$ cat src/rtl/alu_shift_seq.sv
// Multi-cycle iterative shifter: SLL/SRL/SRA/ROR, at most SHIFT_STEP bits per cycle.
// Request/response over valid/ready; one operation in flight at a time.
module alu_shift_seq #(
  parameter int unsigned DATA_WIDTH  = 32,
  parameter int unsigned SHIFT_WIDTH = 5,
  parameter int unsigned SHIFT_STEP  = 1
) (
  input  logic                  clk_i,
  input  logic                  arst_ni,
  input  logic                  flush_i,
  input  logic                  req_valid_i,
  output logic                  req_ready_o,
  input  logic [1:0]            op_i,
  input  logic                  use_imm_i,
  input  logic [DATA_WIDTH-1:0] rs1_data_i,
  input  logic [DATA_WIDTH-1:0] rs2_data_i,
  input  logic [5:0]            imm_i,
  output logic                  rsp_valid_o,
  input  logic                  rsp_ready_i,
  output logic [DATA_WIDTH-1:0] result_o,
  output logic                  busy_o
);

  typedef enum logic [1:0] {StIdle, StShift, StDone} state_e;

  localparam logic [SHIFT_WIDTH:0] StepMax = (SHIFT_WIDTH+1)'(SHIFT_STEP);

  state_e                  state_q, state_d;
  logic [DATA_WIDTH-1:0]   data_q, data_d;
  logic [DATA_WIDTH-1:0]   result_q, result_d;
  logic [SHIFT_WIDTH-1:0]  rem_q, rem_d;
  logic [1:0]              op_q, op_d;
  logic                    sign_q, sign_d;

  logic                    accept;
  logic [SHIFT_WIDTH-1:0]  amount;
  logic [SHIFT_WIDTH-1:0]  step_k;
  logic [DATA_WIDTH-1:0]   shifted;
  logic [2*DATA_WIDTH-1:0] wide;

  assign req_ready_o = (state_q == StIdle) & ~flush_i & arst_ni;
  assign rsp_valid_o = (state_q == StDone);
  assign busy_o      = (state_q != StIdle);
  assign result_o    = result_q;

  assign accept = req_valid_i & req_ready_o;
  assign amount = use_imm_i ? imm_i[SHIFT_WIDTH-1:0] : rs2_data_i[SHIFT_WIDTH-1:0];

  always_comb begin
    step_k = rem_q;
    if ({1'b0, rem_q} > StepMax) begin
      step_k = StepMax[SHIFT_WIDTH-1:0];
    end
  end

  // Wide concatenation supplies the fill bits for SRA (sign) and ROR (wrapped data).
  always_comb begin
    wide    = '0;
    shifted = data_q;
    unique case (op_q)
      2'b00: shifted = data_q << step_k;
      2'b01: shifted = data_q >> step_k;
      2'b10: begin
        wide    = {{DATA_WIDTH{sign_q}}, data_q} >> step_k;
        shifted = wide[DATA_WIDTH-1:0];
      end
      2'b11: begin
        wide    = {data_q, data_q} >> step_k;
        shifted = wide[DATA_WIDTH-1:0];
      end
      default: shifted = data_q;
    endcase
  end

  always_comb begin
    state_d  = state_q;
    data_d   = data_q;
    result_d = result_q;
    rem_d    = rem_q;
    op_d     = op_q;
    sign_d   = sign_q;
    if (flush_i) begin
      state_d = StIdle;
      rem_d   = '0;
    end else begin
      unique case (state_q)
        StIdle: begin
          if (accept) begin
            data_d = rs1_data_i;
            op_d   = op_i;
            sign_d = rs1_data_i[DATA_WIDTH-1];
            rem_d  = amount;
            if (amount == '0) begin
              state_d  = StDone;
              result_d = rs1_data_i;
            end else begin
              state_d = StShift;
            end
          end
        end
        StShift: begin
          data_d = shifted;
          rem_d  = rem_q - step_k;
          if (rem_q == step_k) begin
            state_d  = StDone;
            result_d = shifted;
          end
        end
        StDone: begin
          if (rsp_ready_i) state_d = StIdle;
        end
        default: state_d = StIdle;
      endcase
    end
  end

  always_ff @(posedge clk_i or negedge arst_ni) begin
    if (!arst_ni) begin
      state_q  <= StIdle;
      data_q   <= '0;
      result_q <= '0;
      rem_q    <= '0;
      op_q     <= '0;
      sign_q   <= 1'b0;
    end else begin
      state_q  <= state_d;
      data_q   <= data_d;
      result_q <= result_d;
      rem_q    <= rem_d;
      op_q     <= op_d;
      sign_q   <= sign_d;
    end
  end

endmodule

$ cat config.mk
export PLATFORM = sky130hd
export DESIGN_NAME = alu_shift_seq
export DESIGN_NICKNAME = d
export VERILOG_FILES = /design/src/rtl/alu_shift_seq.sv
export SDC_FILE = /design/constraint.sdc
export NUM_CORES = 1
export LEC_CHECK = 0
export BUFFER_PORTS_ARGS = -buffer_cell sky130_fd_sc_hd__buf_2
export CELL_PAD_IN_SITES_DETAIL_PLACEMENT = 1
export CELL_PAD_IN_SITES_GLOBAL_PLACEMENT = 1
export CORE_MARGIN = 8
export CORE_UTILIZATION = 41
export DETAILED_ROUTE_END_ITERATION = 6
export PLACE_DENSITY = 0.93
export SYNTH_ARGS = -nofsm -noshare
export SYNTH_HDL_FRONTEND = slang
export SYNTH_SLANG_ARGS = --single-unit
$ cat constraint.sdc
create_clock -name clk_i -period 2.2 [get_ports clk_i]
set_input_delay 0.44 -clock clk_i [delete_from_list [all_inputs] [get_ports clk_i]]
set_output_delay 0.44 -clock clk_i [all_outputs]
set_load 0.1 [all_outputs]
Yosys cells after proc, flatten, opt, wreduce, memory -nomap -nowiden
Cells that the tools add are included.
W data, S select, Z words.
{"block": "word_totals", "regBits": 74, "inputBits": 78, "output_inout_bits": 35, "wordCells": 57}
{"block": "op_classes", "add_sub_neg": 1, "magnitude_cmp": 1, "n_eq_ne": 12, "n_shift": 4, "n_mux": 18, "n_bitwise": 4, "n_reduce_logical": 11}
{"operator": "$mux W32", "n": 4}
{"operator": "$pmux W32 S2", "n": 2}
{"operator": "$pmux W32 S4", "n": 1}
{"operator": "$shr A64 B5 Y32", "n": 2}
{"operator": "$shl A32 B5 Y32", "n": 1}
{"operator": "$shr A32 B5 Y32", "n": 1}
{"operator": "$mux W5", "n": 4}
{"operator": "$mux W2", "n": 5}
{"operator": "$pmux W5 S2", "n": 1}
{"operator": "$reduce_and A3 Y1", "n": 3}
{"operator": "$eq A2 B2 Y1 const B", "n": 3}
{"operator": "$ne A3 B3 Y1 const B", "n": 2}
{"operator": "$pmux W2 S3", "n": 1}
{"operator": "$eq A5 B5 Y1", "n": 1}
{"operator": "$gt A5 B1 Y1 const B", "n": 1}
{"operator": "$logic_not A5 Y1", "n": 1}
{"operator": "$reduce_and A5 Y1", "n": 1}
{"operator": "$sub A5 B5 Y5", "n": 1}
{"operator": "$eq A2 B1 Y1 const B", "n": 2}
{"operator": "$logic_not A2 Y1", "n": 2}
{"operator": "$ne A2 B2 Y1 const B", "n": 2}
{"operator": "$reduce_bool A2 Y1", "n": 2}
{"operator": "$and A1 B1 Y1", "n": 3}
{"operator": "$ne A3 B2 Y1 const B", "n": 1}
{"operator": "other kinds (4)", "n": 4}

Depth between registers and ports, before layout
{"block": "depth", "depth_word": 7, "ltp_mapped": 7, "depth_no_buf": 6}

Worst setup path before layout
No wires, ideal clock.
{"block": "synth_timing", "kind": "register -> register", "start": "register state_q[1]", "end": "register op_q[0]", "setup_time_ns": 0.125, "t_arrival_ns": 4.375, "required_time_ns": 2.075, "slack_ns": -2.300, "path_stages_with_launch": 7, "path_buffers": 1, "period_less_slack_ns": 4.500, "path_cell_list": "dfrtp_1 buf_2 nor2_1 inv_1 nor3b_1 nand2_1 mux2_2"}
{"block": "synth_via", "elab_chain_len": 5}
{"element": "start, declared", "line_no": "28", "rtl": "state_e state_q, state_d;"}
{"element": "start signal, assigned", "line_no": "119", "rtl": "state_q <= StIdle;"}
{"element": "start signal, assigned", "line_no": "126", "rtl": "state_q <= state_d;"}
{"element": "$logic_not A2 Y1", "line_no": "41", "rtl": "assign req_ready_o = (state_q == StIdle) & ~flush_i & arst_ni;"}
{"element": "$and A1 B1 Y1 (2 in series)", "line_no": "41"}
{"element": "via req_ready_o", "line_no": "12", "rtl": "output logic req_ready_o,"}
{"element": "$and A1 B1 Y1", "line_no": "46", "rtl": "assign accept = req_valid_i & req_ready_o;"}
{"element": "$reduce_and A3 Y1 (no source line)"}
{"element": "end signal, assigned", "line_no": "130", "rtl": "op_q <= op_d;"}
{"element": "end, declared", "line_no": "32", "rtl": "logic [1:0] op_q, op_d;"}
The timed path passes the listed nets, and every way through them passes these cells.
A chain may end at the register's enable or synchronous reset.

Worst setup path in the final report
{"block": "layout_timing", "start": "register rem_q[1]", "end": "register result_q[2] (netlist: result_o[2])"}
{"block": "layout_via", "elab_chain_len": 6, "word_cells_on_any_way": 12, "classes_between": "1 x order compare; 2 x eq/ne; 4 x shift; 4 x mux; 1 x reduce/logical"}
{"element": "start, declared", "line_no": "31", "rtl": "logic [SHIFT_WIDTH-1:0] rem_q, rem_d;"}
{"element": "start signal, assigned", "line_no": "129", "rtl": "rem_q <= rem_d;"}
{"element": "$gt A5 B1 Y1", "line_no": "51", "rtl": "if ({1'b0, rem_q} > StepMax) begin"}
{"element": "$mux W5", "line_no": "51"}
{"element": "$shr A64 B5 Y32, or another cell as far along", "line_no": "68", "rtl": "wide = {data_q, data_q} >> step_k;"}
{"element": "$pmux W32 S4", "line_no": "60", "rtl": "unique case (op_q)"}
{"element": "$mux W32", "line_no": "104", "rtl": "if (rem_q == step_k) begin"}
{"element": "$pmux W32 S2", "line_no": "86", "rtl": "unique case (state_q)"}
{"element": "end signal, assigned", "line_no": "128", "rtl": "result_q <= result_d;"}
{"element": "end, declared", "line_no": "30", "rtl": "logic [DATA_WIDTH-1:0] result_q, result_d;"}
Parallel ways exist; a longest one is shown, timed or not. The select of a mux whose other input is x is not followed.

==> summary by stage <==
Outcome
The flow ran to the end, and the final reports show no timing, DRC or antenna violations.

Timing
The final-report setup violation count is 0. The final max-slew violation count was 0. After routing, the total negative slack on setup checks comes to 0 ps. The normalized max-slew margin is a little over a third. For the finished layout, the period the worst path requires is 2120 ps. The maximum achievable frequency is approximately 0.47 GHz. Dividing the final minimum period by the clock period gives a little over nine tenths. The worst path meets setup with roughly 80 ps of slack.

The slew at the pin with the worst max-slew slack is around 950 ps. The worst clock skew is approximately 16 ps. Setup repair after global routing left no endpoint under its margin. The worst hold slack is between 300 and 400 ps. The final hold violation count is 0.

Finish
The count of fill cells added during filler insertion is 1,160. The total inserted antenna cells is 0. The net count of the finished layout is roughly 570. Relative to the synthesized area, the layout overhead comes to 19.6%. The register area is 1850 µm². Cells with a size suffix above 1 make up roughly 37% of the layout. The multi-input combinational cell area is ~2300 µm².

Global routing
The final global-route overflow total is 0. The all-layer global routing usage is a little under a fifth. The maximum number of pins on one net before global-route repair is between 70 and 80. The via count of the first global-routing pass is ~4,200. The number of antenna violations at the first check in global routing is 0. The first global-routing pass estimated roughly 22,000 µm of wire.

Synthesis
The most used flip-flop cell after synthesis is sky130_fd_sc_hd__dfrtp_1. The fraction of post-synthesis cell area in the top cell type by area is 42.7%. When the netlist entered floorplanning its net count stood at just under 500. Among all cell types in the netlist, the one instantiated most often is sky130_fd_sc_hd__dfrtp_1.

In the synthesized netlist the async set-or-reset flop fraction comes to between 90% and 100%. Sequential cells were found to cover a little over two fifths of the synthesized design area. The cell count after synthesis is between 400 and 500.

Dividing the synthesized area by the synthesized cell count gives ~10 µm². The Yosys step of the flow raised 0 warnings. The synthesized design contains 74 register bits. By area the synthesized netlist is led by sky130_fd_sc_hd__dfrtp_1 (43%), sky130_fd_sc_hd__mux2_2 (7.3%), sky130_fd_sc_hd__mux2_4 (6.6%), sky130_fd_sc_hd__a221oi_1 (6.1%), sky130_fd_sc_hd__o31ai_1 (5.7%). The number of different library cells used by synthesis comes to between 40 and 50. After synthesis, the most frequently instantiated cells are sky130_fd_sc_hd__dfrtp_1 (74), sky130_fd_sc_hd__clkbuf_1 (37), sky130_fd_sc_hd__nand2_1 (36). The most area-hungry cell type in the Yosys netlist is sky130_fd_sc_hd__dfrtp_1.

The number of enable-type register cells in the synthesized netlist is 0. After synthesis the cells add up to around 4300 µm².

CTS
The later-pin clock latency in the skew report is approximately 340 ps. TritonCTS built the clock tree. The maximum clock insertion buffer count is 2. The count of clock tree sinks is between 70 and 80. After clock tree synthesis, the flow added hold-fix buffers numbering 0. The H-tree level count is 3. The total clock buffers created by CTS is 9. The tree is rooted in a sky130_fd_sc_hd__clkbuf_8. The post-CTS clock slew at the launch and capture registers of the worst setup and hold paths is approximately 80 ps.

Pwr
The maximum ir drop on the vdd rail is 0.000983 V. In this run the static leakage power is ~0.0023 µW. The total power consumption of the routed design is about 7700 µW. In this run the power density over the cells is 1490 nW/µm².

Critical path
The kind of capture point of the worst setup path is a register. The endpoint required time on the critical path is 2420 ps. The arrival time at the worst endpoint is ~2300 ps. The worst setup path is of the reg2reg kind. The startpoint type of the worst setup path is a register. The maximum fanout along the worst path is 16.

Route
The mean number of vias per cell is approximately 6. After detailed routing, the total wire length is ~13,000 µm. For this run, design rule violations remaining after detail routing come to 0. Summing over every cut layer, the via total after detailed routing is a little under 4,000. The number of detailed-route iterations in the first pass is 5. The antenna violation net count after detailed routing is 0. The routed length per instance is 20.9 µm.

In this run, the number of DRC markers left after iteration 0 of detailed routing was roughly 240.

Die
The floorplan die height is approximately 120 µm. The I/O pin count is approximately 110. The cell row count is 37. The area of the die is ~14,000 µm².

The core area is slightly above 10,000 µm². Once the floorplan was initialized, standard cells occupied 42.0% of the core. In this run the horizontal extent of the chip is about 120 µm.

Hold path
The path class of the lowest-slack min-delay path is in2async.

Place
OpenSTA, run right after detailed placement, puts the worst setup slack at -43.0 ps. In this run the tool buffered the top-level ports with between 80 and 90 buffer cells. The routability-driven placement congestion ratio is approximately 0.76. The HPWL reported at the end of detailed placement is 8880 µm.

Run
The tool flagged a number of max-cap violations equal to 0.
[layer usage]
| layer | vias to the layer above | part of all wire (%) | global-route usage, % |
|---|---|---|---|
| met3 | 20 | 4.2 | 3.35 |
| met1 | 1994 | 44 | 23.9 |
| met4 | 0 | 1.5 | 6.09 |
| li1 | 1721 | - | - |
| met2 | 118 | 51 | 31.5 |
| met5 | - | 0 | 0 |
[path summary, 6_finish.rpt]
kind                       depth (start not counted)           end  slack [ps]         start
setup / recovery                                   5   result_o[2]          80      rem_q[1]
hold / removal                                     2      rem_q[0]         360       arst_ni
setup reg to reg                                   5   result_o[2]          80      rem_q[1]
hold reg to reg                                    1  result_o[14]         510  result_o[14]
max in group asynchronous                          2     data_q[2]        1230       arst_ni
min in group clk_i                                 2       op_q[0]         360       op_i[0]
[area by class of cell]
class / instances / area share [%]
tap: 136 / 3.28
multi-input combinational: 287 / 44.1
timing repair buffer: 106 / 12.1
clock buffer: 9 / 2.39
sequential: 74 / 35.7
clock inverter: 6 / 1.59
inverter: 11 / 0.868
[worst max-delay path, cell delays in order (launching register included)]
cell                       delay (ps)
sky130_fd_sc_hd__dfrtp_1          460
sky130_fd_sc_hd__or4_4            520
sky130_fd_sc_hd__and2_4           170
sky130_fd_sc_hd__a211oi_4         280
sky130_fd_sc_hd__buf_12           230
sky130_fd_sc_hd__mux2_2           350
[sequential cells by signal, summed over array words and instances, names as in the netlist]
register / cells
rem_q: 5
op_q: 2
sign_q: 1
data_q: 32
result_o: 32
state_q: 2
[through the flow]
stage | instance area, µm² | cells | util (%)
2_1_floorplan | 4370 | 415 | -
6_report | 5190 | 629 | 50.3
3_5_place_dp | 4960 | 612 | 48.1
4_1_cts | 5170 | 627 | 50.1
5_1_grt | 5190 | 629 | 50.3
3_3_place_gp | 4960 | 612 | 48.1
[placed cells by master (no fill, tap or decap), drive strengths merged, types with 3 or more instances in the layout]
cell / instances
nand2: 36
a2bb2oi: 10
mux2: 47
clkinv: 3
o31ai: 33
a221oi: 30
buf: 106
dfrtp: 74
nor2: 11
o22ai: 4
inv: 10
o21ai: 32
nor3: 3
a21oi: 4
clkbuf: 9
o21a: 30
mux2i: 15
[power by group]
group / switching (µW) / internal (µW) / leakage [µW]
Clock: 493 / 627 / 0.000105
Sequential: 395 / 1860 / 0.000897
Combinational: 3270 / 1110 / 0.00134
Total: 4150 / 3600 / 0.00234
[kinds of logic after synthesis]
logic type / synth area share, %
muxes: 17.3
buffers and inverters: 5.71
adders and majority gates: 0.288
and+or+nand+nor: 7.73
DFF: 42.7
AOI/OAI and AO/OA: 26.3
[repair_timing]
| item | 4_1_cts | 5_1_grt |
|---|---|---|
| buffers inserted | 0 | 2 |
| pin swaps | 0 | 2 |
| gates resized for setup | 1 | 1 |
| setup endpoints to repair | 6 | 2 |
| hold endpoints to repair | 0 | 0 |
Note: power is estimated with default switching activity, not from simulation.
